**src/rtl/pipelined_cpu_fwd.sv**
```systemverilog
// pipelined_cpu_fwd: 5-stage in-order 16-bit-instruction core with forwarding/interlock, EX branches and HALT
module pipelined_cpu_fwd #(
   parameter int DW     = 8,
   parameter int PCW    = 8,
   parameter int DMAW   = 8,
   parameter bit FWD_EN = 1'b1
) (
   input  logic            clk,
   input  logic            reset,
   output logic [PCW-1:0]  imem_addr,
   input  logic [15:0]     imem_rdata,
   output logic [DMAW-1:0] dmem_addr,
   output logic [DW-1:0]   dmem_wdata,
   output logic            dmem_we,
   input  logic [DW-1:0]   dmem_rdata,
   output logic [PCW-1:0]  pc,
   output logic [15:0]     instr,
   output logic            wb_we,
   output logic [1:0]      wb_addr,
   output logic [DW-1:0]   wb_data,
   output logic            stall,
   output logic            halted
);
   localparam logic [15:0] NOP = 16'h0000;
   function automatic logic wr(input logic [3:0] op);
      return op >= 4'h1 && op <= 4'h8;
   endfunction
   function automatic logic [1:0] src2(input logic [15:0] ir);
      return (ir[15:12] == 4'h9 || ir[15:12] == 4'hA) ? ir[11:10] : ir[7:6];
   endfunction
   function automatic logic dep(input logic [15:0] ir, input logic [1:0] r);
      logic [3:0] op;
      op = ir[15:12];
      return (((op >= 4'h1 && op <= 4'h5) || (op >= 4'h7 && op <= 4'hA)) && ir[9:8] == r) ||
             (((op >= 4'h1 && op <= 4'h5) || op == 4'h9 || op == 4'hA) && src2(ir) == r);
   endfunction
   logic [PCW-1:0] pc_q, pc_d, ifid_pc_q, ifid_pc_d, idex_pc_q, idex_pc_d;
   logic [15:0]    ifid_ir_q, ifid_ir_d, idex_ir_q, idex_ir_d;
   logic [DW-1:0]  idex_a_q, idex_a_d, idex_b_q, idex_b_d;
   logic [3:0]     exmem_op_q, exmem_op_d;
   logic [1:0]     exmem_rd_q, exmem_rd_d, memwb_rd_q, memwb_rd_d;
   logic [DW-1:0]  exmem_res_q, exmem_res_d, exmem_sd_q, exmem_sd_d, memwb_data_q, memwb_data_d;
   logic           memwb_we_q, memwb_we_d, memwb_halt_q, memwb_halt_d;
   logic           halted_q, halted_d, hpend_q, hpend_d;
   logic [DW-1:0]  rf_q [4];
   logic [DW-1:0]  rf_d [4];
   logic [3:0]     id_op, ex_op;
   logic [1:0]     ex_s1, ex_s2;
   logic [DW-1:0]  id_a, id_b, fa, fb, ex_res;
   logic           br_taken, hazard, fetch_stop;
   always_comb begin
      id_op = ifid_ir_q[15:12];
      ex_op = idex_ir_q[15:12];
      // regfile read with same-cycle WB bypass
      id_a = (memwb_we_q && memwb_rd_q == ifid_ir_q[9:8]) ? memwb_data_q : rf_q[ifid_ir_q[9:8]];
      id_b = (memwb_we_q && memwb_rd_q == src2(ifid_ir_q)) ? memwb_data_q : rf_q[src2(ifid_ir_q)];
      ex_s1 = idex_ir_q[9:8];
      ex_s2 = src2(idex_ir_q);
      // load data is only available from MEM/WB, so EX/MEM never forwards an LD
      fa = (FWD_EN && wr(exmem_op_q) && exmem_op_q != 4'h8 && exmem_rd_q == ex_s1) ? exmem_res_q :
           (FWD_EN && memwb_we_q && memwb_rd_q == ex_s1) ? memwb_data_q : idex_a_q;
      fb = (FWD_EN && wr(exmem_op_q) && exmem_op_q != 4'h8 && exmem_rd_q == ex_s2) ? exmem_res_q :
           (FWD_EN && memwb_we_q && memwb_rd_q == ex_s2) ? memwb_data_q : idex_b_q;
      ex_res = '0;
      case (ex_op)
         4'h1: ex_res = fa + fb;
         4'h2: ex_res = fa - fb;
         4'h3: ex_res = fa & fb;
         4'h4: ex_res = fa | fb;
         4'h5: ex_res = fa ^ fb;
         4'h6: ex_res = DW'(idex_ir_q[7:0]);
         4'h7: ex_res = fa + DW'($signed(idex_ir_q[7:0]));
         4'h8, 4'h9: ex_res = fa;
         default: ex_res = '0;
      endcase
      br_taken = ex_op == 4'hA && fa == fb;
      hazard = FWD_EN ? (ex_op == 4'h8 && dep(ifid_ir_q, idex_ir_q[11:10])) :
               ((wr(ex_op) && dep(ifid_ir_q, idex_ir_q[11:10])) || (wr(exmem_op_q) && dep(ifid_ir_q, exmem_rd_q)));
      stall = hazard && !br_taken;
      fetch_stop = hpend_q || id_op == 4'hF;
      hpend_d = hpend_q || (id_op == 4'hF && !br_taken);
      pc_d = br_taken ? idex_pc_q + PCW'(1) + PCW'($signed(idex_ir_q[7:0])) :
             (stall || fetch_stop) ? pc_q :
             id_op == 4'hB ? PCW'(ifid_ir_q[7:0]) : pc_q + PCW'(1);
      ifid_pc_d = stall ? ifid_pc_q : pc_q;
      ifid_ir_d = br_taken ? NOP : stall ? ifid_ir_q : (fetch_stop || id_op == 4'hB) ? NOP : imem_rdata;
      idex_ir_d = (br_taken || stall) ? NOP : ifid_ir_q;
      idex_pc_d = ifid_pc_q;
      idex_a_d = id_a;
      idex_b_d = id_b;
      exmem_op_d = ex_op;
      exmem_rd_d = idex_ir_q[11:10];
      exmem_res_d = ex_res;
      exmem_sd_d = fb;
      memwb_we_d = wr(exmem_op_q);
      memwb_rd_d = exmem_rd_q;
      memwb_data_d = exmem_op_q == 4'h8 ? dmem_rdata : exmem_res_q;
      memwb_halt_d = exmem_op_q == 4'hF;
      halted_d = halted_q || memwb_halt_q;
      rf_d = rf_q;
      if (memwb_we_q) rf_d[memwb_rd_q] = memwb_data_q;
   end
   always_ff @(posedge clk or negedge reset) begin
      if (!reset) begin
         pc_q <= '0;
         ifid_pc_q <= '0;
         ifid_ir_q <= NOP;
         idex_pc_q <= '0;
         idex_ir_q <= NOP;
         idex_a_q <= '0;
         idex_b_q <= '0;
         exmem_op_q <= '0;
         exmem_rd_q <= '0;
         exmem_res_q <= '0;
         exmem_sd_q <= '0;
         memwb_we_q <= 1'b0;
         memwb_rd_q <= '0;
         memwb_data_q <= '0;
         memwb_halt_q <= 1'b0;
         halted_q <= 1'b0;
         hpend_q <= 1'b0;
         rf_q <= '{default: '0};
      end else begin
         pc_q <= pc_d;
         ifid_pc_q <= ifid_pc_d;
         ifid_ir_q <= ifid_ir_d;
         idex_pc_q <= idex_pc_d;
         idex_ir_q <= idex_ir_d;
         idex_a_q <= idex_a_d;
         idex_b_q <= idex_b_d;
         exmem_op_q <= exmem_op_d;
         exmem_rd_q <= exmem_rd_d;
         exmem_res_q <= exmem_res_d;
         exmem_sd_q <= exmem_sd_d;
         memwb_we_q <= memwb_we_d;
         memwb_rd_q <= memwb_rd_d;
         memwb_data_q <= memwb_data_d;
         memwb_halt_q <= memwb_halt_d;
         halted_q <= halted_d;
         hpend_q <= hpend_d;
         rf_q <= rf_d;
      end
   end
   assign imem_addr = pc_q;
   assign pc = ifid_pc_q;
   assign instr = ifid_ir_q;
   assign dmem_addr = DMAW'(exmem_res_q);
   assign dmem_wdata = exmem_sd_q;
   assign dmem_we = exmem_op_q == 4'h9;
   assign wb_we = memwb_we_q;
   assign wb_addr = memwb_rd_q;
   assign wb_data = memwb_data_q;
   assign halted = halted_q;
endmodule

```
**config.mk**
```make
export PLATFORM = sky130hd
export DESIGN_NAME = pipelined_cpu_fwd
export DESIGN_NICKNAME = d
export VERILOG_FILES = /design/src/rtl/pipelined_cpu_fwd.sv
export SDC_FILE = /design/constraint.sdc
export NUM_CORES = 1
export LEC_CHECK = 0
export ABC_CLOCK_PERIOD_IN_PS = 4059
export BUFFER_PORTS_ARGS = -buffer_cell sky130_fd_sc_hd__buf_2
export CAP_MARGIN = 20
export CORE_MARGIN = 2
export CORE_UTILIZATION = 55
export CTS_BUF_LIST = sky130_fd_sc_hd__clkbuf_8
export CTS_CLUSTER_DIAMETER = 120
export CTS_CLUSTER_SIZE = 30
export DETAILED_ROUTE_END_ITERATION = 8
export GPL_ROUTABILITY_DRIVEN = 0
export PLACE_DENSITY_LB_ADDON = 0.05
export SYNTH_ARGS = -nofsm -noshare
export SYNTH_HDL_FRONTEND = slang
export SYNTH_SLANG_ARGS = --single-unit
```
**constraint.sdc**
```tcl
create_clock -name clk -period 4.06 [get_ports clk]
set_input_delay 1.218 -clock clk [delete_from_list [all_inputs] [get_ports clk]]
set_output_delay 1.218 -clock clk [all_outputs]
set_load 0.05 [all_outputs]
```
======== After elaboration in Yosys (flattened, before gate mapping) ========
Index checks and enable logic that the tools add are counted.
word-level totals
  latch bits .............................. 0
  bits in writable memories ............... 0
  output and inout bits ................... 62
  memories ................................ 0
  register bits ........................... 140
  bits of input ports ..................... 26
  word-level logic and storage cells ...... 129
  memory bits (read-only) ................. 0
operators by class
  multipliers ............................. 0
  divide/modulo/power cells ............... 0
  reduce and logical (&&, ||, !) cells .... 31
  shift-type cells ........................ 0
  multiplexer cells ....................... 26
  equal/unequal tests ..................... 29
  magnitude comparators ................... 10
  bitwise operators ....................... 6
  $add $sub $neg .......................... 6
operators with widths
  kind                                                                                 count
  8-bit 2-to-1 mux                                                                     15
  16-bit 2-to-1 mux                                                                    4
  8-bit case mux with 8 select lines                                                   1
  4-bit == test, second input constant                                                 10
  8-bit binary-select mux with 2-bit select                                            2
  32-bit bitwise mux                                                                   1
  8-bit adder                                                                          3
  1-bit logical AND                                                                    17
  8-bit by 1-bit adder with 8-bit output, second input constant                        2
  8-bit demux with 2-bit select                                                        1
  2-bit == test                                                                        8
  4-bit by 3-bit == test with 1-bit output, second input constant                      4
  1-bit logical OR                                                                     12
  3-bit greater-or-equal comparator, second input constant                             3
  2-bit NOT with 3-bit output                                                          3
  8-bit bitwise AND                                                                    1
  4-bit by 2-bit == test with 1-bit output, second input constant                      2
  8-bit == test                                                                        1
  4-bit by 1-bit greater-or-equal comparator with 1-bit output, second input constant  2
  4-bit less-or-equal comparator, second input constant                                2
  8-bit bitwise OR                                                                     1
  8-bit subtractor                                                                     1
  8-bit bitwise XOR                                                                    1
  4-bit by 1-bit == test with 1-bit output, second input constant                      1
  9 further kinds                                                                      10

======== Longest topological paths before layout ========
Gate-level depths: netlist of the first run.
  word-level depth ........................ 14
  depth in mapped cells ................... 19
  mapped depth without buffers ............ 17

======== Worst setup path before layout of the first run ========
Ideal clock, no wire load.
  path kind ............................... register -> register
  start point ............................. register idex_ir_q[11]
  end point ............................... register exmem_res_q[7], in the netlist dmem_addr[7]
  arrival time ............................ 3.875 ns
  path slack .............................. 0.059 ns
  data required time ...................... 3.934 ns
  path buffers ............................ 2
  stages on the path, launching flop included .. 18
  clock period less this slack ............ 4.001 ns
  library setup time ...................... 0.126 ns
  path through ............................ dfrtp_1 or3_1 a2111oi_0 or2_1 and2_1 buf_4 buf_2 nor2_1 a21oi_1 o21ai_0 ha_1 a21o_1 a211oi_1 nor2_1 o41ai_1 xnor2_1 xnor2_1 a221o_1
on the way
  word-level cells in the longest chain between the ends .. 7
  elaborated cells between the ends (all ways) .. 13
  those cells by class .................... add/sub: 2; eq/ne: 2; mux: 4; bitwise: 3; reduce/logical: 2
ends and longest elaborated chain
  what                                            RTL line  RTL
  start, declared                                 38        logic [15:0] ifid_ir_q, ifid_ir_d, idex_ir_q, idex_ir_d;
  start signal, assigned                          128       idex_ir_q <= idex_ir_d;
  2-bit 2-to-1 mux *                              29        return (ir[15:12] == 4'h9 || ir[15:12] == 4'hA) ? ir[11:10] : ir[7:6];
  2-bit == test                                   63        (FWD_EN && memwb_we_q && memwb_rd_q == ex_s2) ? memwb_data_q : idex_b_q;
  1-bit logical AND                               63
  8-bit 2-to-1 mux                                63
  8-bit 2-to-1 mux *                              62        fb = (FWD_EN && wr(exmem_op_q) && exmem_op_q != 4'h8 && exmem_rd_q == ex_s2) ? exmem_res_q :
  8-bit subtractor, or another cell as far along  67        4'h2: ex_res = fa - fb;
  8-bit case mux with 8 select lines *            65        case (ex_op)
  named net ex_res[7]                             49        logic [DW-1:0] id_a, id_b, fa, fb, ex_res;
  end signal, assigned                            133       exmem_res_q <= exmem_res_d;
  end, declared                                   42        logic [DW-1:0] exmem_res_q, exmem_res_d, exmem_sd_q, exmem_sd_d, memwb_data_q, memwb_data_d;
The timed path passes the listed nets; every way through them passes the cells marked *.
A chain may end at the register's enable or synchronous reset.

======== Worst setup path in the final report of the first run ========
  start point ............................. register ifid_ir_q[14], in the netlist instr[14]
  end point ............................... output port stall
on the way
  word-level cells in the longest chain between the ends .. 8
  elaborated cells between the ends (all ways) .. 19
  those cells by class .................... order compare: 4; eq/ne: 3; mux: 1; reduce/logical: 11
ends and longest elaborated chain
  what                                                                                        RTL line  RTL
  start, declared                                                                             38
  start signal, assigned                                                                      126       ifid_ir_q <= ifid_ir_d;
  4-bit by 1-bit greater-or-equal comparator with 1-bit output, or another cell as far along  --
  1-bit logical AND or 1-bit logical OR (tied branches)                                       --
  1-bit logical OR or 2-bit 2-to-1 mux (tied branches)                                        --
  1-bit logical OR or 2-bit == test (tied branches)                                           --
  1-bit logical AND                                                                           --
  1-bit logical OR *                                                                          --
  1-bit logical AND *                                                                         77        hazard = FWD_EN ? (ex_op == 4'h8 && dep(ifid_ir_q, idex_ir_q[11:10])) :
  1-bit logical AND *                                                                         79        stall = hazard && !br_taken;
  end, declared                                                                               21        output logic stall,
Every way passes the cells marked *; elsewhere a longest branch is shown, timed or not.

==> flow_metrics.tcl, run 1 <==
set metrics [dict create \
    min_period_ns 3.818 \
    ctsHoldBuffers 0 \
    setup_violations 0 \
    async_flop_share 1.000 \
    place_hpwl_um 13790 \
    final_common_cell "dfrtp_1" \
    synth_cell_types 67 \
    num_rows 43 \
    cts.clk_slew.worst_paths_ns 0.08 \
    cts_max_path_buffers 2 \
    finClkSkew_ns 0.01160 \
    core_um2 13830 \
    worstSetupStartpointType "register" \
    mostFrequentLayoutCells "dfrtp_1, buf_2, mux2_2, ha_1, buf_4" \
    antenna_cells 0 \
    io_buffers 87 \
    dieArea_um2 15070 \
    grt_overflow 0 \
    fmax_mhz 261.9 \
    worst-endpoint-arrival_ns 2.60 \
    synth.avg_cell_area_um2 11.72 \
    gr-usage-all-layers 0.2692 \
    slew-limit-headroom 0.4381 \
    dr_total_vias 5751 \
    rr_worst_depth 15 \
    grt_pass1_wl_um 30730 \
    grt_pass1_vias 5907 \
    synth_edf_count 0 \
    clockRootBuffer "clkbuf_8" \
    critPathCaptureType "primary output" \
    finalMaxSlewViolations 0 \
    dp.cells 932 \
    worstSetupPathType "reg2out" \
    synth-seq-area-share 0.4515 \
    clk_latency_ns 0.45 \
    status "complete, no violations" \
    grt_max_degree 53 \
    drtIter0Drc 402 \
    synth_nets 729 \
    ios 88 \
    maxCapViolations 0 \
    postCtsSetupRepairBufs 0 \
    hold_viol_final 0 \
    syn_inst 662 \
    initial_core_util 0.5611 \
    cts_tree "built" \
    post-route-period-util 0.9403 \
    fp.dieH_um 122.8 \
    fp.dieW_um 122.8 \
    crit_fanout 13 \
    nets 839 \
    drt_first_pass_iters 5 \
    viasPerCell 5.972 \
    cp.required_ns 2.84 \
    min_path_type "reg2reg" \
    drc 0 \
    hold_depth 0 \
    fin_setup_tns_ns 0 \
    synthesis.area_um2 7759 \
    synthFlopType "dfrtp_1" \
    ys_ff_latch 140 \
    cts.sinks 140 \
    drt-total-wl_um 18950 \
    layout-drive-gt1-share 0.3206 \
    area_growth_pct 15.95 \
    htree_num_levels 4 \
    fill_cells 1086 \
    yosys_warnings 0 \
    rsz0062_at_grt "false" \
    antenna_found_initial 0 \
    cts_buffers 17 \
    tightest_slew_ns 0.8389 \
    cts_resized 0 \
    post_drt_wl_per_cell_um 19.68 \
    ant_nets 0 \
    final_cells 963 \
]
-- critical path, stage by stage, from the launching register on --
cell and delay, ns:
dfrtp_1 0.59, and2b_1 0.27, and3_1 0.21, o21ai_0 0.15
nor3b_1 0.31, a21bo_2 0.20, and2_1 0.15, buf_2 0.28
-- cell usage after synthesis, types with 5 or more instances --
| master | instances | share of area |
|---|---|---|
| mux2i_1 | 19 | 0.025 |
| o221ai_1 | 7 | 0.0079 |
| and2_1 | 20 | 0.016 |
| xnor2_1 | 21 | 0.024 |
| dfrtp_1 | 140 | 0.45 |
| mux4_2 | 12 | 0.035 |
| a211oi_1 | 5 | 0.0048 |
| nand2b_1 | 10 | 0.0081 |
| ha_1 | 38 | 0.061 |
| inv_1 | 27 | 0.013 |
| nor2b_1 | 6 | 0.0048 |
| nand3_1 | 7 | 0.0045 |
| o21ai_0 | 23 | 0.015 |
| mux2_2 | 68 | 0.099 |
| xor2_1 | 22 | 0.025 |
| nor3_1 | 11 | 0.0071 |
| a22oi_1 | 10 | 0.0097 |
| buf_4 | 7 | 0.0068 |
| a21o_1 | 6 | 0.0058 |
| a32o_1 | 16 | 0.021 |
| clkbuf_1 | 14 | 0.0068 |
| nor2_1 | 29 | 0.014 |
| a21oi_1 | 31 | 0.020 |
| nand2_1 | 28 | 0.014 |
-- sequential cells by signal, summed over array words and instances (netlist names), 2 cells and up --
signal	flops
rf_q	32
idex_ir_q	16
instr	16
dmem_addr	8
dmem_wdata	8
idex_a_q	8
idex_b_q	8
idex_pc_q	8
imem_addr	8
pc	8
wb_data	8
exmem_op_q	4
exmem_rd_q	2
wb_addr	2
-- per-layer routing --
layer,vias up,GRT usage,part of all wire
li1,2640,-,-
met4,0,0.09267,0.016
met3,25,0.06413,0.067
met2,192,0.4351,0.49
met5,-,0,0
met1,2894,0.3564,0.42
-- final cells by class --
cell class	count	area, um^2	area share
clock buffer	18	247.7	0.02754
inverter	27	101.3	0.01127
timing repair buffer	120	690.7	0.07677
tap	180	225.2	0.02503
sequential	140	3503	0.3894
clock inverter	12	193.9	0.02156
multi-input combinational	466	4034	0.4484
-- metrics by stage --
| stage | cell area, um^2 | worst slack [ns] | util | hold WS [ns] |
|---|---|---|---|---|
| 3_3_place_gp | 8507 | 0.2580 | 0.6152 | 0.3749 |
| 5_1_grt | 8996 | 0.02002 | 0.6506 | 0.4199 |
| 4_1_cts | 8954 | 0.1210 | 0.6475 | 0.3992 |
| 6_report | 8996 | 0.2425 | 0.6506 | 0.4006 |
| 3_5_place_dp | 8512 | 0.1389 | 0.6156 | 0.3800 |
| 2_1_floorplan | 7759 | 0.05888 | - | 0.3548 |
-- logic make-up after synthesis --
kind of cell / count (synthesis) / synth area share
simple gates: 141 / 0.09692
flops: 140 / 0.4515
compound gates: 133 / 0.1200
mux: 107 / 0.1788
buf+inv: 56 / 0.03306
xor+xnor: 44 / 0.05064
fa+ha+maj: 41 / 0.06902
-- worst paths after layout --
check                                        start                      end  slack [ns]
setup reg to reg           exmem_op_q[3]$_DFF_PN0_    instr[15]$_DFFE_PN0P_        0.30
max in group asynchronous                    reset  idex_ir_q[11]$_DFF_PN0_        2.56
min in group asynchronous                    reset     rf_q[11]$_DFFE_PN0P_        0.70
hold / removal                   pc[7]$_DFFE_PN0N_   idex_pc_q[7]$_DFF_PN0_        0.40
hold reg to reg                  pc[7]$_DFFE_PN0N_   idex_pc_q[7]$_DFF_PN0_        0.40
setup / recovery             instr[14]$_DFFE_PN0P_                    stall        0.24
Power of run 1 is not shown: default switching activity piles up to over one toggle a cycle in this logic, so the estimate is an artifact.
==> run 2, diff against run 1 <==
Settings changed: CORE_MARGIN 2 to default, PLACE_DENSITY_LB_ADDON 0.05 to 0.2.
==> run 2 against run 1 <==
Global-route usage is 0.51 points higher. Worst setup slack worse by 0.0057 ns. Die area is 3.2% lower. Core utilization is 0.54 points lower. First-iteration DRC count is 0.75% higher. Worst hold slack worse by 0.0061 ns. Critical path type is now reg2reg.
==> flow_metrics.tcl, run 2 (synthesized netlist as in run 1, its figures left out) <==
set metrics [dict create \
    grt_pass1_vias 5917 \
    dr_total_vias 5783 \
    crit_fanout 32 \
    largest_reg_flops 32 \
    antenna_cells 0 \
    mostFrequentLayoutCells "dfrtp_1, buf_2, mux2_2, ha_1, nor2_1" \
    fp.dieH_um 120.8 \
    clk_latency_ns 0.46 \
    gr-usage-all-layers 0.2743 \
    drc 0 \
    tightest_slew_ns 1.042 \
    min_period_ns 3.823 \
    cp.depth 14 \
    cts.sinks 140 \
    maxCapViolations 0 \
    drt_first_pass_iters 5 \
    grt_overflow 0 \
    ant_nets 0 \
    setup_violations 0 \
    io_buffers 87 \
    grt_max_degree 141 \
    postCtsSetupRepairBufs 0 \
    rr_worst_depth 14 \
    worst-endpoint-arrival_ns 4.16 \
    worstSetupPathType "reg2reg" \
    post_drt_wl_per_cell_um 19.38 \
    place_hpwl_um 13170 \
    layout-drive-gt1-share 0.3192 \
    slowest_stage "or4_1" \
    initial_core_util 0.5611 \
    htree_num_levels 4 \
    path_delay_family "simple AND/OR/NAND/NOR gates" \
    status "complete, no violations" \
    crit_chain "buf_4 > xnor2_1 > nand3_2 > mux2i_1 > nor2_1 > a21oi_1 > inv_1 > ha_1 > nand4b_1 > or4_1 > inv_1 > a21oi_2 > buf_4 > a32o_1" \
    ios 88 \
    area_growth_pct 14.98 \
    critPathCaptureType "register" \
    utilization 0.6452 \
    post-route-period-util 0.9417 \
    hold_depth 0 \
    slew-limit-headroom 0.3026 \
    cp.required_ns 4.40 \
    fmax_mhz 261.6 \
    cts_buffers 17 \
    cts_max_path_buffers 2 \
    final_common_cell "dfrtp_1" \
    nets 834 \
    fp.dieW_um 120.8 \
    viasPerCell 6.024 \
    worstSetupStartpointType "register" \
    grt_pass1_wl_um 30420 \
    max_flop_register "rf_q" \
    cts.clk_slew.worst_paths_ns 0.08 \
    worst-path-buf-inv 4 \
    core_um2 13830 \
    dieArea_um2 14590 \
    finalMaxSlewViolations 0 \
    min_path_type "reg2reg" \
    cts_tree "built" \
    num_rows 43 \
    critPathMaxStageDelay_ns 0.47 \
    antenna_found_initial 0 \
    drtIter0Drc 405 \
    clockRootBuffer "clkbuf_8" \
    finClkSkew_ns 0.01054 \
    drt-total-wl_um 18600 \
    hold_viol_final 0 \
    rsz0062_at_grt "false" \
]
-- run 2: changes by cell type in the layout (fill, tap and decap cells not counted), sizes merged --
cell and delta:
buf -6, clkbuf +5, bufinv -4, clkinvlp +1, inv +1
-- run 2: area by class of cell --
type                       count  area (um^2)
tap                          180        225.2
timing repair buffer         115        661.9
fill                        1021         4906
sequential                   140         3506
inverter                      27        101.3
multi-input combinational    466         4035
clock inverter                10        88.84
clock buffer                  22        302.8
-- run 2: path summary, 6_finish.rpt --
check,to,slack [ns],from
min in group asynchronous,rf_q[27]$_DFFE_PN0P_,0.85,reset
min reg2reg,idex_pc_q[5]$_DFF_PN0_,0.39,pc[5]$_DFFE_PN0N_
max in group asynchronous,instr[14]$_DFFE_PN0P_,2.61,reset
max reg2reg,instr[15]$_DFFE_PN0P_,0.24,wb_addr[1]$_DFF_PN0_
max,instr[15]$_DFFE_PN0P_,0.24,wb_addr[1]$_DFF_PN0_
min,idex_pc_q[5]$_DFF_PN0_,0.39,pc[5]$_DFFE_PN0N_
-- run 2: through the flow --
| stage | worst slack (ns) | TNS, ns | cell area [um^2] | std cells | hold WS, ns |
|---|---|---|---|---|---|
| floorplan | 0.05888 | 0 | 7759 | 662 | 0.3548 |
| global placement | 0.08664 | 0 | 8482 | 926 | 0.3706 |
| detailed placement | -0.02396 | -0.2068 | 8487 | 927 | 0.3789 |
| CTS | 0.05752 | 0 | 8880 | 959 | 0.3968 |
| global route | 0.01762 | 0 | 8921 | 960 | 0.4128 |
| finish | 0.2368 | 0 | 8921 | 960 | 0.3945 |
-- run 2: what timing repair did --
action                     CTS  global route
resized for setup            1            12
hold buffers                 0             0
pin swaps                    0             0
gates cloned                 0             0
hold endpoints to repair     0             0
setup endpoints to repair   21            44
-- run 2: per-layer routing --
layer,vias up,part of all wire,global-route usage
met2,234,0.47,0.4292
met1,2872,0.44,0.3722
met3,43,0.064,0.05802
li1,2634,-,-
met5,-,0,0
met4,0,0.024,0.1127
Power of run 2 is left out for the same reason.
==> run 3, diff against run 2 <==
--- a/config.mk
+++ b/config.mk
@@ -16,4 +16,5 @@
 export GPL_ROUTABILITY_DRIVEN = 0
 export PLACE_DENSITY_LB_ADDON = 0.2
+export REMOVE_ABC_BUFFERS = 1
 export SYNTH_ARGS = -nofsm -noshare
 export SYNTH_HDL_FRONTEND = slang
==> constraint.sdc (replaced) <==
create_clock -name clk -period 4.06 [get_ports clk]
set_input_delay 0.609 -clock clk [delete_from_list [all_inputs] [get_ports clk]]
set_output_delay 0.609 -clock clk [all_outputs]
set_load 0.05 [all_outputs]
==> run 3 against run 2 <==
Fmax grew 0.30%. Core utilization shrank 0.32 points. Critical path depth grew 1. Highest routed layer unchanged. Via count is essentially flat. Flip-flop and latch count is the same. Worst hold slack lost 0.15 ns.
==> flow_metrics.tcl, run 3 (synthesized netlist as in run 1, its figures left out) <==
set metrics [dict create \
    worstSetupPathType "reg2reg" \
    maxCapViolations 0 \
    grt_max_degree 103 \
    drtIter0Drc 396 \
    clk_latency_ns 0.46 \
    maxUsedRoutingLayer "met4" \
    crit_fanout 8 \
    min_period_ns 3.812 \
    cts_max_path_buffers 2 \
    place_hpwl_um 13530 \
    wl_met3_um 990 \
    setup_violations 0 \
    initial_core_util 0.5611 \
    layout-drive-gt1-share 0.3196 \
    antenna_cells 0 \
    io_buffers 87 \
    core_um2 13830 \
    drt_first_pass_iters 5 \
    dieArea_um2 14590 \
    dr_total_vias 5787 \
    mostFrequentLayoutCells "dfrtp_1, buf_2, mux2_2, ha_1, nor2_1" \
    hold_slack_ns 0.2478 \
    grt_overflow 0 \
    worst-endpoint-arrival_ns 4.17 \
    fmax_mhz 262.3 \
    num_rows 43 \
    fill_cells 1073 \
    grt_pass1_wl_um 30230 \
    cp.required_ns 4.41 \
    final_common_cell "dfrtp_1" \
    largest_reg_flops 32 \
    ant_nets 0 \
    finClkSkew_ns 0.01376 \
    drt-total-wl_um 18840 \
    max_flop_register "rf_q" \
    status "complete, no violations" \
    nets 830 \
    grt_pass1_vias 5735 \
    hold_viol_final 0 \
    wl_met1_um 8264 \
    cts_tree "built" \
    area_growth_pct 14.42 \
    antenna_found_initial 0 \
    min_path_type "in2async" \
    htree_num_levels 4 \
    slew-limit-headroom 0.3647 \
    ios 88 \
    critPathCaptureType "register" \
    post-route-period-util 0.9389 \
    tightest_slew_ns 0.9509 \
    post_drt_wl_per_cell_um 19.71 \
    cts_buffers 17 \
    clockRootBuffer "clkbuf_8" \
    viasPerCell 6.053 \
    worstSetupStartpointType "register" \
    gr-usage-all-layers 0.2772 \
    cts.sinks 140 \
    met2_length_um 9126 \
    fp.dieW_um 120.8 \
    cts.clk_slew.worst_paths_ns 0.09 \
    ctsHoldBuffers 0 \
    finalMaxSlewViolations 0 \
    drc 0 \
    fp.dieH_um 120.8 \
]
-- run 3: cell types whose count changed in the layout (fill, tap and decap cells not counted), moves of 2 or more --
cell / change
buf_4: -3
clkinv_2: +3
a21oi_1: -2
a21oi_2: +2
clkbuf_8: -2
clkinv_4: +2
clkinvlp_4: -2
-- run 3: final timing paths --
kind                                         start                      to  slack [ns]  cells after the start
max in group asynchronous                    reset  memwb_halt_q$_DFF_PN0_        2.94                      2
hold reg to reg                  pc[6]$_DFFE_PN0N_  idex_pc_q[6]$_DFF_PN0_        0.40                      0
hold / removal                               reset     rf_q[3]$_DFFE_PN0P_        0.25                      1
setup reg to reg           idex_ir_q[14]$_DFF_PN0_  dmem_addr[7]$_DFF_PN0_        0.25                     15
min in group clk                     dmem_rdata[6]    wb_data[6]$_DFF_PN0_        0.38                      2
setup / recovery           idex_ir_q[14]$_DFF_PN0_  dmem_addr[7]$_DFF_PN0_        0.25                     15
-- run 3: critical path: stages (launching register included) --
cell and delay [ns]:
dfrtp_1 0.48, nand2b_1 0.28, nor4_2 0.36, o21ai_2 0.13, buf_4 0.20, mux2i_1 0.22, nor2_1 0.08, a21oi_2 0.16
o21ai_0 0.13, ha_1 0.36, a211oi_1 0.21, nor2_1 0.11, o41ai_2 0.36, xnor2_1 0.12, xnor2_1 0.14, a221o_1 0.34
-- run 3: metal layers --
layer | up-vias | global-route usage
li1 | 2621 | -
met1 | 2933 | 0.3749
met2 | 194 | 0.4400
met3 | 39 | 0.05519
met4 | 0 | 0.1103
met5 | - | 0
-- run 3: timing repair --
action	4_1_cts	5_1_grt
gates resized for setup	0	17
setup buffers	0	0
setup endpoints to repair	0	44
-- run 3: layout make-up --
class                           count  area (um^2)  share of cell area
Sequential cell                   140         3506              0.3949
Inverter                           27        101.3             0.01142
Clock inverter                     12        97.59             0.01099
Multi-Input combinational cell    466         4049              0.4561
Timing Repair Buffer              111        623.1             0.07019
Tap cell                          180        225.2             0.02537
Clock buffer                       20        275.3             0.03101
-- run 3: per-stage QoR --
step                  util  cell area, um^2  setup TNS [ns]  worst slack [ns]  instances
floorplan                -             7604          -16.33           -0.5344        633
CTS                 0.6377             8817               0            0.1112        955
finish              0.6420             8877               0            0.2482        956
detailed placement  0.6107             8444               0            0.1942        923
global route        0.6420             8877        -0.04256          -0.04256        956
global placement    0.6098             8432               0            0.2392        921
Power of run 3 is left out for the same reason.
